[src/rtl/dram_arb_pkg.sv]
// Shared definitions for the DRAM port arbiter: requester indices,
// arbiter FSM state encoding and small id helpers.
package dram_arb_pkg;

  localparam int NUM_REQ  = 3;
  localparam int REQ_ID_W = 2;

  localparam logic [REQ_ID_W-1:0] REQ_FETCH = 2'd0;
  localparam logic [REQ_ID_W-1:0] REQ_LOAD  = 2'd1;
  localparam logic [REQ_ID_W-1:0] REQ_STORE = 2'd2;

  typedef enum logic [1:0] {
    ST_IDLE,
    ST_BURST,
    ST_DRAIN,
    ST_DONE
  } arb_state_t;

  // One-hot vector selecting requester id (all zero for an out-of-range id).
  function automatic logic [NUM_REQ-1:0] id_onehot(input logic [REQ_ID_W-1:0] id);
    logic [NUM_REQ-1:0] v;
    v = '0;
    if (int'(id) < NUM_REQ) v[id] = 1'b1;
    return v;
  endfunction

  // Round-robin successor of a requester id.
  function automatic logic [REQ_ID_W-1:0] next_id(input logic [REQ_ID_W-1:0] id);
    return (int'(id) == NUM_REQ - 1) ? '0 : id + REQ_ID_W'(1);
  endfunction

endpackage

[src/rtl/dram_port_arbiter_if.sv]
// Requester-side and DRAM-side signals of the arbiter, bundled so the
// arbiter and its environment connect through one port.
// slave  : arbiter view
// master : requesters + DRAM model view
interface dram_port_arbiter_if
  import dram_arb_pkg::*;
#(
  parameter int ADDR_WIDTH = 24,
  parameter int DATA_WIDTH = 8,
  parameter int LEN_WIDTH  = 10
) ();

  logic [NUM_REQ-1:0]                 req_valid;
  logic [NUM_REQ-1:0]                 req_write;
  logic [NUM_REQ-1:0][ADDR_WIDTH-1:0] req_addr;
  logic [NUM_REQ-1:0][LEN_WIDTH-1:0]  req_len;
  logic [NUM_REQ-1:0][DATA_WIDTH-1:0] req_wdata;
  logic [NUM_REQ-1:0]                 gnt;
  logic [NUM_REQ-1:0]                 wready;
  logic [NUM_REQ-1:0]                 rvalid;
  logic [DATA_WIDTH-1:0]              rdata;
  logic [NUM_REQ-1:0]                 done;
  logic                               mem_en;
  logic                               mem_we;
  logic [ADDR_WIDTH-1:0]              mem_addr;
  logic [DATA_WIDTH-1:0]              mem_wdata;
  logic [DATA_WIDTH-1:0]              mem_rdata;
  logic [31:0]                        wait_cycles;

  modport slave (
    input  req_valid, req_write, req_addr, req_len, req_wdata, mem_rdata,
    output gnt, wready, rvalid, rdata, done,
           mem_en, mem_we, mem_addr, mem_wdata, wait_cycles
  );

  modport master (
    output req_valid, req_write, req_addr, req_len, req_wdata, mem_rdata,
    input  gnt, wready, rvalid, rdata, done,
           mem_en, mem_we, mem_addr, mem_wdata, wait_cycles
  );

endinterface

[src/rtl/dram_port_arbiter_rr_priority_picker.sv]
// Combinational round-robin winner: first valid requester found when
// scanning upward from ptr, wrapping past the last index.
module rr_priority_picker
  import dram_arb_pkg::*;
(
  input  logic [NUM_REQ-1:0]  i_valid,
  input  logic [REQ_ID_W-1:0] i_ptr,
  output logic                o_any,
  output logic [REQ_ID_W-1:0] o_id
);

  logic [REQ_ID_W:0]   w_sum;
  logic [REQ_ID_W-1:0] w_cand;

  // Scan from farthest to nearest offset so the nearest valid one wins.
  always_comb begin
    o_any  = 1'b0;
    o_id   = '0;
    w_sum  = '0;
    w_cand = '0;
    for (int k = NUM_REQ - 1; k >= 0; k--) begin
      w_sum  = {1'b0, i_ptr} + (REQ_ID_W+1)'(k);
      w_cand = (w_sum >= (REQ_ID_W+1)'(NUM_REQ)) ?
               REQ_ID_W'(w_sum - (REQ_ID_W+1)'(NUM_REQ)) : w_sum[REQ_ID_W-1:0];
      if (i_valid[w_cand]) begin
        o_any = 1'b1;
        o_id  = w_cand;
      end
    end
  end

endmodule

[src/rtl/dram_port_arbiter.sv]
// Three-port DRAM burst arbiter (fetch / load / store) with round-robin
// grant, one beat per cycle and fixed 1-cycle DRAM read latency.
// Optional wait-cycle perf counter: define DRAM_ARB_PERF_EN.
//
// state    | meaning
// ---------+-------------------------------------------------------------
// ST_IDLE  | no burst; pick a winner, latch its request
// ST_BURST | one DRAM beat per cycle, remaining-beat down-counter
// ST_DRAIN | read bursts only: last read beat returns from DRAM
// ST_DONE  | done pulse; a zero-length burst holds here one extra cycle
//          | so its grant pulse precedes its done pulse
module dram_port_arbiter
  import dram_arb_pkg::*;
#(
  parameter int ADDR_WIDTH = 24,
  parameter int DATA_WIDTH = 8,
  parameter int LEN_WIDTH  = 10
) (
  input logic                clk,
  input logic                rst,
  dram_port_arbiter_if.slave bus
);

  arb_state_t          r_state;
  arb_state_t          w_next_state;
  logic [REQ_ID_W-1:0] r_ptr;
  logic [REQ_ID_W-1:0] r_id;
  logic [REQ_ID_W-1:0] w_pick_id;
  logic                w_pick_any;
  logic [ADDR_WIDTH-1:0] r_addr;
  logic [LEN_WIDTH-1:0]  r_remain;
  logic                r_write;
  logic [NUM_REQ-1:0]  r_gnt;
  logic [NUM_REQ-1:0]  r_rvalid;
  logic [NUM_REQ-1:0]  w_id_oh;
  logic                w_last_beat;

  rr_priority_picker u_picker (
    .i_valid (bus.req_valid),
    .i_ptr   (r_ptr),
    .o_any   (w_pick_any),
    .o_id    (w_pick_id)
  );

  assign w_id_oh     = id_onehot(r_id);
  assign w_last_beat = (r_remain == LEN_WIDTH'(1));

  // FSM state register.
  always_ff @(posedge clk) begin
    if (rst) r_state <= ST_IDLE;
    else     r_state <= w_next_state;
  end

  // Latch the winning request, then walk address up / remaining beats down.
  always_ff @(posedge clk) begin
    if (rst) begin
      r_ptr    <= '0;
      r_id     <= REQ_FETCH;
      r_addr   <= '0;
      r_remain <= '0;
      r_write  <= 1'b0;
      r_gnt    <= '0;
    end else begin
      r_gnt <= '0;
      if (r_state == ST_IDLE && w_pick_any) begin
        r_id     <= w_pick_id;
        r_addr   <= bus.req_addr[w_pick_id];
        r_remain <= bus.req_len[w_pick_id];
        r_write  <= bus.req_write[w_pick_id];
        r_gnt    <= id_onehot(w_pick_id);
        r_ptr    <= next_id(w_pick_id);
      end else if (r_state == ST_BURST) begin
        r_addr   <= r_addr + ADDR_WIDTH'(1);
        r_remain <= r_remain - LEN_WIDTH'(1);
      end
    end
  end

  // Read data comes back one cycle after each read beat.
  always_ff @(posedge clk) begin
    if (rst) r_rvalid <= '0;
    else     r_rvalid <= (r_state == ST_BURST && !r_write) ? w_id_oh : '0;
  end

  // Next state and all arbiter outputs; only the granted requester's lanes move.
  always_comb begin
    w_next_state  = r_state;
    bus.gnt       = r_gnt;
    bus.rvalid    = r_rvalid;
    bus.rdata     = (|r_rvalid) ? bus.mem_rdata : {DATA_WIDTH{1'b0}};
    bus.wready    = '0;
    bus.done      = '0;
    bus.mem_en    = 1'b0;
    bus.mem_we    = 1'b0;
    bus.mem_addr  = '0;
    bus.mem_wdata = {DATA_WIDTH{1'b0}};
    case (r_state)
      ST_IDLE: begin
        if (w_pick_any) begin
          if (bus.req_len[w_pick_id] == '0) w_next_state = ST_DONE;
          else                              w_next_state = ST_BURST;
        end
      end
      ST_BURST: begin
        bus.mem_en   = 1'b1;
        bus.mem_we   = r_write;
        bus.mem_addr = r_addr;
        if (r_write) begin
          bus.wready    = w_id_oh;
          bus.mem_wdata = bus.req_wdata[r_id];
        end
        if (w_last_beat) w_next_state = r_write ? ST_DONE : ST_DRAIN;
      end
      ST_DRAIN: begin
        w_next_state = ST_DONE;
      end
      ST_DONE: begin
        if (r_gnt == '0) begin
          bus.done     = w_id_oh;
          w_next_state = ST_IDLE;
        end
      end
      default: w_next_state = ST_IDLE;
    endcase
  end

`ifdef DRAM_ARB_PERF_EN
  logic [31:0]        r_wait_cycles;
  logic [NUM_REQ-1:0] w_busy_mask;

  assign w_busy_mask = (r_state != ST_IDLE) ? w_id_oh : '0;

  // Count cycles where someone is asking but is not the requester being served.
  always_ff @(posedge clk) begin
    if (rst) begin
      r_wait_cycles <= '0;
    end else if (|(bus.req_valid & ~w_busy_mask) && (r_wait_cycles != '1)) begin
      r_wait_cycles <= r_wait_cycles + 32'd1;
    end
  end

  assign bus.wait_cycles = r_wait_cycles;
`else
  assign bus.wait_cycles = '0;
`endif

endmodule

[src/flat_wrapper.sv]
// flat-port wrapper written by rule: the top's interface ports become plain ports
module dram_port_arbiter_flat import dram_arb_pkg::*;
#(
  parameter int ADDR_WIDTH = 24,
  parameter int DATA_WIDTH = 8,
  parameter int LEN_WIDTH  = 10
)
  (clk, rst, bus_req_valid, bus_req_write, bus_req_addr, bus_req_len, bus_req_wdata, bus_mem_rdata, bus_gnt, bus_wready, bus_rvalid, bus_rdata, bus_done, bus_mem_en, bus_mem_we, bus_mem_addr, bus_mem_wdata, bus_wait_cycles);
  dram_port_arbiter_if #(.ADDR_WIDTH(ADDR_WIDTH), .DATA_WIDTH(DATA_WIDTH), .LEN_WIDTH(LEN_WIDTH)) bus_i ();
  input logic clk;
  input logic rst;
  input wire logic [$bits(bus_i.req_valid)-1:0] bus_req_valid;
  input wire logic [$bits(bus_i.req_write)-1:0] bus_req_write;
  input wire logic [$bits(bus_i.req_addr)-1:0] bus_req_addr;
  input wire logic [$bits(bus_i.req_len)-1:0] bus_req_len;
  input wire logic [$bits(bus_i.req_wdata)-1:0] bus_req_wdata;
  input wire logic [$bits(bus_i.mem_rdata)-1:0] bus_mem_rdata;
  output wire logic [$bits(bus_i.gnt)-1:0] bus_gnt;
  output wire logic [$bits(bus_i.wready)-1:0] bus_wready;
  output wire logic [$bits(bus_i.rvalid)-1:0] bus_rvalid;
  output wire logic [$bits(bus_i.rdata)-1:0] bus_rdata;
  output wire logic [$bits(bus_i.done)-1:0] bus_done;
  output wire logic [$bits(bus_i.mem_en)-1:0] bus_mem_en;
  output wire logic [$bits(bus_i.mem_we)-1:0] bus_mem_we;
  output wire logic [$bits(bus_i.mem_addr)-1:0] bus_mem_addr;
  output wire logic [$bits(bus_i.mem_wdata)-1:0] bus_mem_wdata;
  output wire logic [$bits(bus_i.wait_cycles)-1:0] bus_wait_cycles;
  assign bus_i.req_valid = bus_req_valid;
  assign bus_i.req_write = bus_req_write;
  assign bus_i.req_addr = bus_req_addr;
  assign bus_i.req_len = bus_req_len;
  assign bus_i.req_wdata = bus_req_wdata;
  assign bus_i.mem_rdata = bus_mem_rdata;
  assign bus_gnt = bus_i.gnt;
  assign bus_wready = bus_i.wready;
  assign bus_rvalid = bus_i.rvalid;
  assign bus_rdata = bus_i.rdata;
  assign bus_done = bus_i.done;
  assign bus_mem_en = bus_i.mem_en;
  assign bus_mem_we = bus_i.mem_we;
  assign bus_mem_addr = bus_i.mem_addr;
  assign bus_mem_wdata = bus_i.mem_wdata;
  assign bus_wait_cycles = bus_i.wait_cycles;
  dram_port_arbiter #(.ADDR_WIDTH(ADDR_WIDTH), .DATA_WIDTH(DATA_WIDTH), .LEN_WIDTH(LEN_WIDTH)) u_core (.clk(clk), .rst(rst), .bus(bus_i));
endmodule
[config.mk]
export PLATFORM = sky130hd
export DESIGN_NAME = dram_port_arbiter_flat
export DESIGN_NICKNAME = d
export VERILOG_FILES = /design/src/rtl/dram_arb_pkg.sv /design/src/rtl/dram_port_arbiter_if.sv /design/src/rtl/dram_port_arbiter_rr_priority_picker.sv /design/src/rtl/dram_port_arbiter.sv /design/src/flat_wrapper.sv
export SDC_FILE = /design/constraint.sdc
export NUM_CORES = 1
export LEC_CHECK = 0
export BUFFER_PORTS_ARGS = -buffer_cell sky130_fd_sc_hd__buf_2
export CAP_MARGIN = 20
export CORE_UTILIZATION = 40
export DETAILED_ROUTE_END_ITERATION = 12
export GPL_TIMING_DRIVEN = 0
export PLACE_DENSITY = 0.74
export SLEW_MARGIN = 20
export SYNTH_ARGS = -nofsm -noshare
export SYNTH_HDL_FRONTEND = slang
export SYNTH_HIERARCHICAL = 1
export SYNTH_SLANG_ARGS = --single-unit
[constraint.sdc]
create_clock -name clk -period 3.5 [get_ports clk]
set_input_delay 0.7 -clock clk [delete_from_list [all_inputs] [get_ports clk]]
set_output_delay 0.7 -clock clk [all_outputs]
set_load 0.05 [all_outputs]
==> results of run 1 <==
## per-stage QoR
step | setup WS (ns) | hold WS [ns] | cells
6_report | 0.230 | 0.519 | 869
5_1_grt | -0.0180 | 0.547 | 869
4_1_cts | 0.0649 | 0.518 | 870
3_5_place_dp | -0.189 | 0.506 | 862
3_3_place_gp | -0.164 | 0.500 | 862
2_1_floorplan | 0.338 | 0.467 | 539
## repair_timing
| action | CTS | global route |
|---|---|---|
| gates resized for setup | 1 | 3 |
| pin swaps | 0 | 0 |
| setup endpoints to repair | 7 | 34 |
## per-layer routing
metal  vias up  wire (microns)  global-route usage, %
met5         -               0                      0
met4         0             227                   7.36
met3        19             737                   3.11
met2       183            6210                   42.1
met1      1961            5470                   30.3
li1       2201               -                      -
## cells in the final DEF, fill, tap and decap left out, types with 4 or more instances in the layout
master,n
mux2i_1,45
a211oi_1,56
nor3_1,12
conb_1,32
ha_1,10
nor2_1,71
nand2_1,28
a21oi_1,15
nor2b_1,15
clkbuf_1,27
buf_4,32
xor2_1,18
dfxtp_1,47
nor4_1,7
o21ai_0,4
nand3_1,17
nand4_1,4
xnor2_1,12
o2bb2ai_1,10
and2_1,21
clkbuf_8,7
buf_2,199
inv_1,14
## where the power goes
group	total (W)	leakage [nW]	internal (W)	switching (W)
Sequential	0.000930	0.389	0.000729	0.000201
Clock	0.000369	0.0515	0.000181	0.000189
Combinational	0.00249	2.01	0.000835	0.00166
Total	0.00379	2.45	0.00174	0.00205
## path summary, 6_finish.rpt
| check | slack (ns) | to | cells after the start |
|---|---|---|---|
| worst max register to register | 0.23 | u_core/r_addr[22] | 11 |
| worst max-delay path | 0.23 | u_core/r_addr[22] | 11 |
| worst min-delay path | 0.52 | u_core/r_addr[23] | 2 |
| worst min register to register | 0.52 | u_core/r_addr[23] | 2 |
## logic make-up after synthesis
kind of cell | Yosys count
flops | 47
compound gates | 99
other cells | 1
buf+inv | 83
simple gates | 193
mux | 45
xor+xnor | 30
fa+ha+maj | 10
## state kept, by name, summed over array words and instances (netlist names)
name / count
u_core/r_addr: 24
u_core/r_remain: 10
u_core/bus.gnt: 3
u_core/bus.rvalid: 3
u_core/r_id: 2
u_core/r_ptr: 2
u_core/r_state: 2
u_core/r_write: 1
## cell type report
type                       instances  area (sq um)
buffer                            68           390
timing repair buffer             194           971
inverter                          14          52.6
fill                             945          4110
tap                              129           161
clock buffer                       8           100
sequential                        47           941
multi-input combinational        409          2690
## worst min-delay path, delay by kind of cell, from the launching register on
| kind | cells | cell delay, ns |
|---|---|---|
| flops | 1 | 0.32 |
| compound gates | 2 | 0.15 |
==> flow_metrics.env, run 1 <==
export IMPL_status="finished, final reports clean"
export IMPL_synth_area_per_cell_sq_um=7.76
export IMPL_syn_cell_area_sq_mm=0.00394
export IMPL_yosys_area_top_type="dfxtp_1"
export IMPL_dp_hpwl_mm=10.2
export IMPL_synth_mux_area_share_pct=11.4
export IMPL_fin_setup_tns_ns=0
export IMPL_core_area_sq_mm=0.00942
export IMPL_clkTransAtPathRegs_ns=0.09
export IMPL_path_class="flop to flop"
export IMPL_cp_max_fo=10
export IMPL_vias=4364
export IMPL_syn_to_final_growth_pct=34.5
export IMPL_crit_path_end_kind="flop"
export IMPL_stdcell_area_sq_mm=0.00530
export IMPL_critPathBufInv=4
export IMPL_peakVddDrop_mv=0.358
export IMPL_cpMaxStageDelayCell="clkbuf_1"
export IMPL_grt_ovfl_total=0
export IMPL_cpPeakStageDelay_ns=0.48
export IMPL_ctsHoldBuffers=0
export IMPL_startpoint_type="flop"
export IMPL_fin_util_pct=56.3
export IMPL_routed_via_density=5.02
export IMPL_hold_viol=0
export IMPL_post_cts_buffers=0
export IMPL_grt_max_degree=14
export IMPL_die_x_microns=101
export IMPL_synth_xor_area_share_pct=6.66
export IMPL_grt_pass1_wl_mm=19.3
export IMPL_diodes=0
export IMPL_portBuffers=194
export IMPL_rows=35
export IMPL_synth_compound_area_share_pct=18.5
export IMPL_place_congestion=0.910
export IMPL_yosysSeqAreaShare_pct=23.9
export IMPL_synthTopCellsByCount="71 x nor2_1, 56 x a211oi_1, 47 x dfxtp_1"
export IMPL_cp_common_cell="clkbuf_1"
export IMPL_min_period_ns=3.27
export IMPL_ys_types=47
export IMPL_synth_seq_cells=47
export IMPL_drcViolationCount=0
export IMPL_dieArea_sq_mm=0.0103
export IMPL_fmax_ghz=0.306
export IMPL_synth_edf_count=0
export IMPL_fin_nets=891
export IMPL_power_leakage_nw=2.45
export IMPL_numCtsBuffers=5
export IMPL_cts_tree="yes"
export IMPL_synth_top_area_share_pct=23.9
export IMPL_worstPathArrival_ns=3.47
export IMPL_synth_top_family_by_area="simple AND/OR/NAND/NOR gates"
export IMPL_ys_flop_type="dfxtp_1"
export IMPL_firstDrtPassIters=5
export IMPL_critical_path_required_ns=3.70
export IMPL_yosys_area_share_adder_pct=3.17
export IMPL_drive_gt1_share_pct=33.6
export IMPL_power_w=0.00379
export IMPL_maxSlewViolCount=0
export IMPL_initial_core_util_pct=41.9
export IMPL_insertion_delay_ns=0.31
export IMPL_setup_violations=0
export IMPL_timing_slew_headroom_pct=46.3
export IMPL_placed_cell_area_sq_mm=0.00520
export IMPL_crit_family="compound AO/OA/AOI/OAI gates"
export IMPL_syn_inst=508
export IMPL_yosys_warnings=6
export IMPL_worstMarginPinSlew_ns=0.800
export IMPL_ioPinCount=228
export IMPL_antenna_found_initial=0
export IMPL_skew_ns=0.00904
export IMPL_cts_buffer_depth=2
export IMPL_wl_per_cell_microns=14.6
export IMPL_async_flop_share_pct=0
export IMPL_maxCapViolations=0
export IMPL_die_h_microns=101
export IMPL_path_cells="inv_1, ha_1, buf_6, mux2i_1, o221ai_1, o311ai_2, nor2b_1, clkbuf_1, clkbuf_1, a211oi_1, a2111oi_2"
export IMPL_clock_sinks=47
export IMPL_synth_area_top_cells="dfxtp_1 24%, mux2i_1 11%, a211oi_1 11%"
export IMPL_r2r_start="u_core/r_ptr[1]"
export IMPL_p_per_area_mw_per_mm2=716
export IMPL_grt_pass1_vias=4029
export IMPL_drt_wl_total_mm=12.7
export IMPL_crit_start="u_core/r_ptr[1]"
export IMPL_h_tree_depth=2
export IMPL_min_path_type="flop to flop"
export IMPL_synth_most_common_cell="nor2_1"
export IMPL_hp_start="u_core/r_addr[23]"
export IMPL_yosys_area_share_simple_pct=24.9
export IMPL_ant_nets=0
export IMPL_finalCritPeriodShare_pct=93.4
export IMPL_drt_iter0_markers=173
export IMPL_grtUsageTotal_pct=23.9
export IMPL_cts_root_buffer="clkbuf_8"
Note: power is estimated with default switching activity, not from simulation.
==> inputs of run 2 (changes only) <==
CORE_UTILIZATION = 45   (was 40)
PLACE_DENSITY = 0.82   (was 0.74)
==> flow_metrics.env, run 2 (synthesized netlist as in run 1, its figures left out) <==
export IMPL_status="finished, final reports clean"
export IMPL_cts_root_buffer="clkbuf_8"
export IMPL_core_area_sq_mm=0.00834
export IMPL_grt_ovfl_total=0
export IMPL_die_h_microns=95.6
export IMPL_ant_nets=0
export IMPL_crit_path_end_kind="flop"
export IMPL_numCtsBuffers=5
export IMPL_antenna_found_initial=0
export IMPL_drt_iter0_markers=282
export IMPL_regMostFlops="u_core/r_addr"
export IMPL_place_congestion=0.869
export IMPL_rsz0062_at_grt="no"
export IMPL_path_cells="inv_1, ha_1, buf_6, mux2i_1, o221ai_1, o311ai_2, nor2b_1, clkbuf_1, clkbuf_1, a211oi_1, a2111oi_0"
export IMPL_ctsHoldBuffers=0
export IMPL_setup_violations=0
export IMPL_diodes=0
export IMPL_maxCapViolations=0
export IMPL_maxSlewViolCount=0
export IMPL_crit_end="u_core/r_addr[20]"
export IMPL_reg2reg_to="u_core/r_addr[20]"
export IMPL_routed_via_density=5.38
export IMPL_drt_wl_total_mm=13.0
export IMPL_stdcell_area_sq_mm=0.00530
export IMPL_timing_slew_headroom_pct=47.4
export IMPL_clkTransAtPathRegs_ns=0.09
export IMPL_min_path_type="flop to flop"
export IMPL_biggestRegsByFlops="u_core/r_addr x24, u_core/r_remain x10"
export IMPL_grt_pass1_wl_mm=19.6
export IMPL_fmax_ghz=0.309
export IMPL_portBuffers=194
export IMPL_grt_pass1_vias=4119
export IMPL_insertion_delay_ns=0.31
export IMPL_skew_ns=0.00655
export IMPL_reg2reg_depth=11
export IMPL_firstDrtPassIters=5
export IMPL_cts_tree="yes"
export IMPL_drcViolationCount=0
export IMPL_hold_viol=0
export IMPL_crit_start="u_core/r_ptr[1]"
export IMPL_r2r_slack_ns=0.26
export IMPL_dieArea_sq_mm=0.00914
export IMPL_largest_reg_flops=24
export IMPL_initial_core_util_pct=47.3
export IMPL_cp_common_cell="clkbuf_1"
export IMPL_cts_buffer_depth=2
export IMPL_placed_cell_area_sq_mm=0.00517
export IMPL_power_leakage_nw=2.46
export IMPL_h_tree_depth=2
export IMPL_wl_per_cell_microns=15.4
export IMPL_min_period_ns=3.24
export IMPL_fin_util_pct=63.6
export IMPL_dp_hpwl_mm=10.4
export IMPL_r2r_start="u_core/r_ptr[1]"
export IMPL_crit_family="compound AO/OA/AOI/OAI gates"
export IMPL_path_class="flop to flop"
export IMPL_p_per_area_mw_per_mm2=740
export IMPL_cp_max_fo=10
export IMPL_clock_sinks=47
export IMPL_syn_to_final_growth_pct=34.5
export IMPL_drive_gt1_share_pct=33.5
export IMPL_grt_max_degree=15
export IMPL_rows=33
export IMPL_layout_commonest_cell="buf_2"
export IMPL_die_x_microns=95.6
export IMPL_fin_nets=891
export IMPL_cpPeakStageDelay_ns=0.50
export IMPL_critical_path_required_ns=3.70
export IMPL_worstPathArrival_ns=3.44
export IMPL_critPathBufInv=4
export IMPL_cpMaxStageDelayCell="clkbuf_1"
export IMPL_worstMarginPinSlew_ns=0.783
export IMPL_grtUsageTotal_pct=27.7
export IMPL_vias=4542
export IMPL_ioPinCount=228
export IMPL_layout_common_cells="199 x buf_2, 71 x nor2_1, 56 x a211oi_1"
export IMPL_startpoint_type="flop"
export IMPL_peakVddDrop_mv=0.372
export IMPL_fillCellCount=767
export IMPL_finalCritPeriodShare_pct=92.6
export IMPL_path_depth=11
==> run 2: cell types whose count changed in the layout (fill, tap and decap cells not counted), sizes merged <==
| cell | before | now |
|---|---|---|
| bufinv | 0 | 2 |
| clkbuf | 35 | 33 |
==> run 2: stage by stage <==
| stage | total power, W | std cells | setup slack (ns) | setup TNS (ns) | hold slack (ns) |
|---|---|---|---|---|---|
| 3_5_place_dp | 0.00340 | 838 | -0.120 | -0.585 | 0.511 |
| 4_1_cts | 0.00388 | 846 | 0.145 | 0 | 0.523 |
| 5_1_grt | 0.00417 | 845 | 0.0494 | 0 | 0.547 |
| 3_3_place_gp | 0.00332 | 838 | -0.161 | -0.777 | 0.492 |
| 6_report | 0.00392 | 845 | 0.259 | 0 | 0.526 |
| 2_1_floorplan | 0.00276 | 539 | 0.338 | 0 | 0.467 |
==> run 2: how the worst min path moves through the flow <==
stage	from	endpoint	slack, ns	depth (start not counted)
floorplan	u_core/r_write	u_core/bus.rvalid[0]	0.47	1
global placement	u_core/r_ptr[1]	u_core/r_ptr[1]	0.49	2
detailed placement	u_core/r_ptr[1]	u_core/r_ptr[1]	0.51	2
CTS	u_core/r_ptr[1]	u_core/r_ptr[1]	0.52	2
global route	u_core/r_ptr[1]	u_core/r_ptr[1]	0.55	2
finish	u_core/r_ptr[1]	u_core/r_ptr[1]	0.53	2
==> run 2: metal layers <==
metal,routed length [microns],track usage [%]
met1,5230,34.3
met2,6490,48.2
met3,990,4.39
met4,268,9.83
met5,0,0
==> run 2: cell type report <==
| type | count | area [sq um] | area share, % |
|---|---|---|---|
| buffer | 68 | 389 | 7.34 |
| timing repair buffer | 194 | 971 | 18.3 |
| clock inverter | 2 | 60.1 | 1.13 |
| inverter | 14 | 52.6 | 0.991 |
| clock buffer | 6 | 72.6 | 1.37 |
| tap | 105 | 131 | 2.48 |
| sequential | 47 | 941 | 17.7 |
| multi-input combinational | 409 | 2690 | 50.6 |
==> run 2: report_power, final <==
part	switching, W	internal [W]
registers	0.000205	0.000729
clock network	0.000192	0.000286
logic	0.00168	0.000835
==> run 2: timing repair <==
| action | in CTS | in global routing |
|---|---|---|
| gates resized for setup | 1 | 1 |
| setup endpoints to repair | 6 | 18 |
| pin swaps | 0 | 0 |
| buffers inserted | 0 | 0 |
| gates cloned | 0 | 0 |
==> run 2: worst register-to-register path, stage by stage (launching register included) <==
cell	delay, ns
dfxtp_1	0.40
inv_1	0.06
ha_1	0.18
buf_6	0.14
mux2i_1	0.14
o221ai_1	0.17
o311ai_2	0.43
nor2b_1	0.19
clkbuf_1	0.40
clkbuf_1	0.50
a211oi_1	0.16
a2111oi_0	0.36
==> inputs of run 3 (changes only) <==
--- a/constraint.sdc
+++ b/constraint.sdc
@@ -3,2 +3,2 @@
 set_output_delay 0.7 -clock clk [all_outputs]
-set_load 0.05 [all_outputs]
+set_load 0.1 [all_outputs]
==> flow_metrics.env, run 3 (synthesized netlist as in run 1, its figures left out) <==
export IMPL_dieArea_sq_mm=0.00914
export IMPL_drt_wl_total_mm=12.8
export IMPL_cpPeakStageDelay_ns=0.45
export IMPL_min_path_type="flop to flop"
export IMPL_antenna_found_initial=0
export IMPL_r2r_slack_ns=0.33
export IMPL_setup_violations=0
export IMPL_hp_start="u_core/r_addr[23]"
export IMPL_firstDrtPassIters=5
export IMPL_cp_common_cell="buf_2"
export IMPL_wl_per_cell_microns=15.1
export IMPL_min_path_cells=2
export IMPL_min_period_ns=3.24
export IMPL_initial_core_util_pct=47.3
export IMPL_drcViolationCount=0
export IMPL_critical_path_required_ns=2.80
export IMPL_timing_slew_headroom_pct=48.9
export IMPL_skew_ns=0.0169
export IMPL_regMostFlops="u_core/r_addr"
export IMPL_rows=33
export IMPL_layout_common_cells="199 x buf_2, 60 x nor2_1, 56 x a211oi_1"
export IMPL_clock_sinks=47
export IMPL_diodes=0
export IMPL_reg2reg_depth=11
export IMPL_hold_viol=0
export IMPL_rsz0062_at_grt="no"
export IMPL_power_leakage_nw=2.46
export IMPL_ctsHoldBuffers=0
export IMPL_place_inst=838
export IMPL_vias=4443
export IMPL_post_cts_buffers=0
export IMPL_place_ws_ns=-0.197
export IMPL_ant_nets=0
export IMPL_cp_max_fo=19
export IMPL_largest_reg_flops=24
export IMPL_p_per_area_mw_per_mm2=816
export IMPL_routed_via_density=5.26
export IMPL_die_x_microns=95.6
export IMPL_path_class="flop to output pin"
export IMPL_cts_tree="yes"
export IMPL_finalCritPeriodShare_pct=92.4
export IMPL_grt_max_degree=20
export IMPL_critPathBufInv=4
export IMPL_grt_pass1_vias=4183
export IMPL_drt_iter0_markers=202
export IMPL_maxSlewViolCount=0
export IMPL_grt_pass1_wl_mm=19.6
export IMPL_fin_nets=891
export IMPL_power_w=0.00440
export IMPL_core_area_sq_mm=0.00834
export IMPL_reg2reg_to="u_core/r_addr[15]"
export IMPL_r2r_start="u_core/r_ptr[1]"
export IMPL_startpoint_type="flop"
export IMPL_grtUsageTotal_pct=27.7
export IMPL_cts_buffer_depth=2
export IMPL_dp_hpwl_mm=10.2
export IMPL_peakVddDrop_mv=0.444
export IMPL_insertion_delay_ns=0.32
export IMPL_crit_path_end_kind="output pin"
export IMPL_cts_root_buffer="clkbuf_8"
export IMPL_cpMaxStageDelayCell="buf_2"
export IMPL_place_congestion=0.885
export IMPL_clkTransAtPathRegs_ns=0.10
export IMPL_fin_setup_tns_ns=0
export IMPL_path_cells="inv_1, ha_2, buf_2, nand2_1, clkbuf_2, nor3_4, buf_2"
export IMPL_drive_gt1_share_pct=35.7
export IMPL_fin_util_pct=64.7
export IMPL_fmax_ghz=0.309
export IMPL_layout_commonest_cell="buf_2"
export IMPL_die_h_microns=95.6
export IMPL_timing_final_ws_setup_ns=0.264
export IMPL_syn_to_final_growth_pct=36.8
export IMPL_numCtsBuffers=5
export IMPL_portBuffers=194
export IMPL_stdcell_count=845
export IMPL_crit_family="buffers and inverters"
export IMPL_ioPinCount=228
export IMPL_worstPathArrival_ns=2.54
export IMPL_biggestRegsByFlops="u_core/r_addr x24, u_core/r_remain x10"
export IMPL_maxCapViolations=0
export IMPL_worstMarginPinSlew_ns=0.760
export IMPL_hold_end="u_core/r_addr[23]"
export IMPL_h_tree_depth=2
export IMPL_grt_ovfl_total=0
export IMPL_fillCellCount=766
export IMPL_status="finished, final reports clean"
==> run 3: changes by cell type in the layout (fill, tap and decap cells not counted), moves of 2 or more <==
cell and delta:
clkbuf_1 -2, clkbuf_2 +2, nor2_1 -11, nor2_2 +2
nor2_4 +9
==> run 3: worst max-delay path by stage <==
stage,endpoint,cells past startpoint,slack [ns],from
final,bus_wready[0],7,0.26,u_core/r_state[1]
after global routing,u_core/r_addr[19],11,0.09,u_core/r_ptr[1]
after CTS,u_core/r_addr[22],11,0.06,u_core/r_ptr[1]
after detailed placement,u_core/r_addr[22],9,-0.20,bus_req_valid[1]
after global placement,u_core/r_addr[20],9,-0.15,bus_req_valid[1]
after floorplan,bus_wready[0],7,-0.19,u_core/r_state[1]
==> run 3: report_power, final <==
group / total (W) / switching, W / internal [W] / leakage, nW
Clock: 0.000482 / 0.000197 / 0.000286 / 0.0654
Sequential: 0.000932 / 0.000203 / 0.000729 / 0.389
Combinational: 0.00299 / 0.00214 / 0.000845 / 2.01
==> run 3: tightest hold or removal path: stages (launching register included) <==
cell	delay, ns
dfxtp_1	0.33
o21ai_0	0.07
a311oi_1	0.09
==> run 3: per-stage QoR <==
stage	hold slack, ns	cell area (sq um)
3_5_place_dp	0.506	5260
2_1_floorplan	0.467	4150
3_3_place_gp	0.494	5260
4_1_cts	0.525	5390
5_1_grt	0.545	5390
6_report	0.534	5390
==> run 3: routing by layer <==
| metal | GRT usage, % | vias up | share of wire (%) |
|---|---|---|---|
| li1 | - | 2202 | - |
| met1 | 34.7 | 2034 | 42 |
| met2 | 48.9 | 184 | 50 |
| met3 | 4.47 | 23 | 6.3 |
| met4 | 7.84 | 0 | 1.8 |
| met5 | 0 | - | 0 |
==> run 3: final cells by class <==
type                            count  area [sq um]  share of cell area (%)
Clock buffer                        6          72.6                    1.35
Clock inverter                      2          60.1                    1.11
Multi-Input combinational cell    409          2770                    51.4
Timing Repair Buffer              194           971                    18.0
Inverter                           14          52.6                   0.974
Tap cell                          105           131                    2.44
Buffer                             68           392                    7.26
Sequential cell                    47           941                    17.4
==> run 3: repair_timing <==
item | in CTS | in global routing
cloned | 0 | 0
endpoints found under the setup margin | 25 | 28
resized for setup | 2 | 3
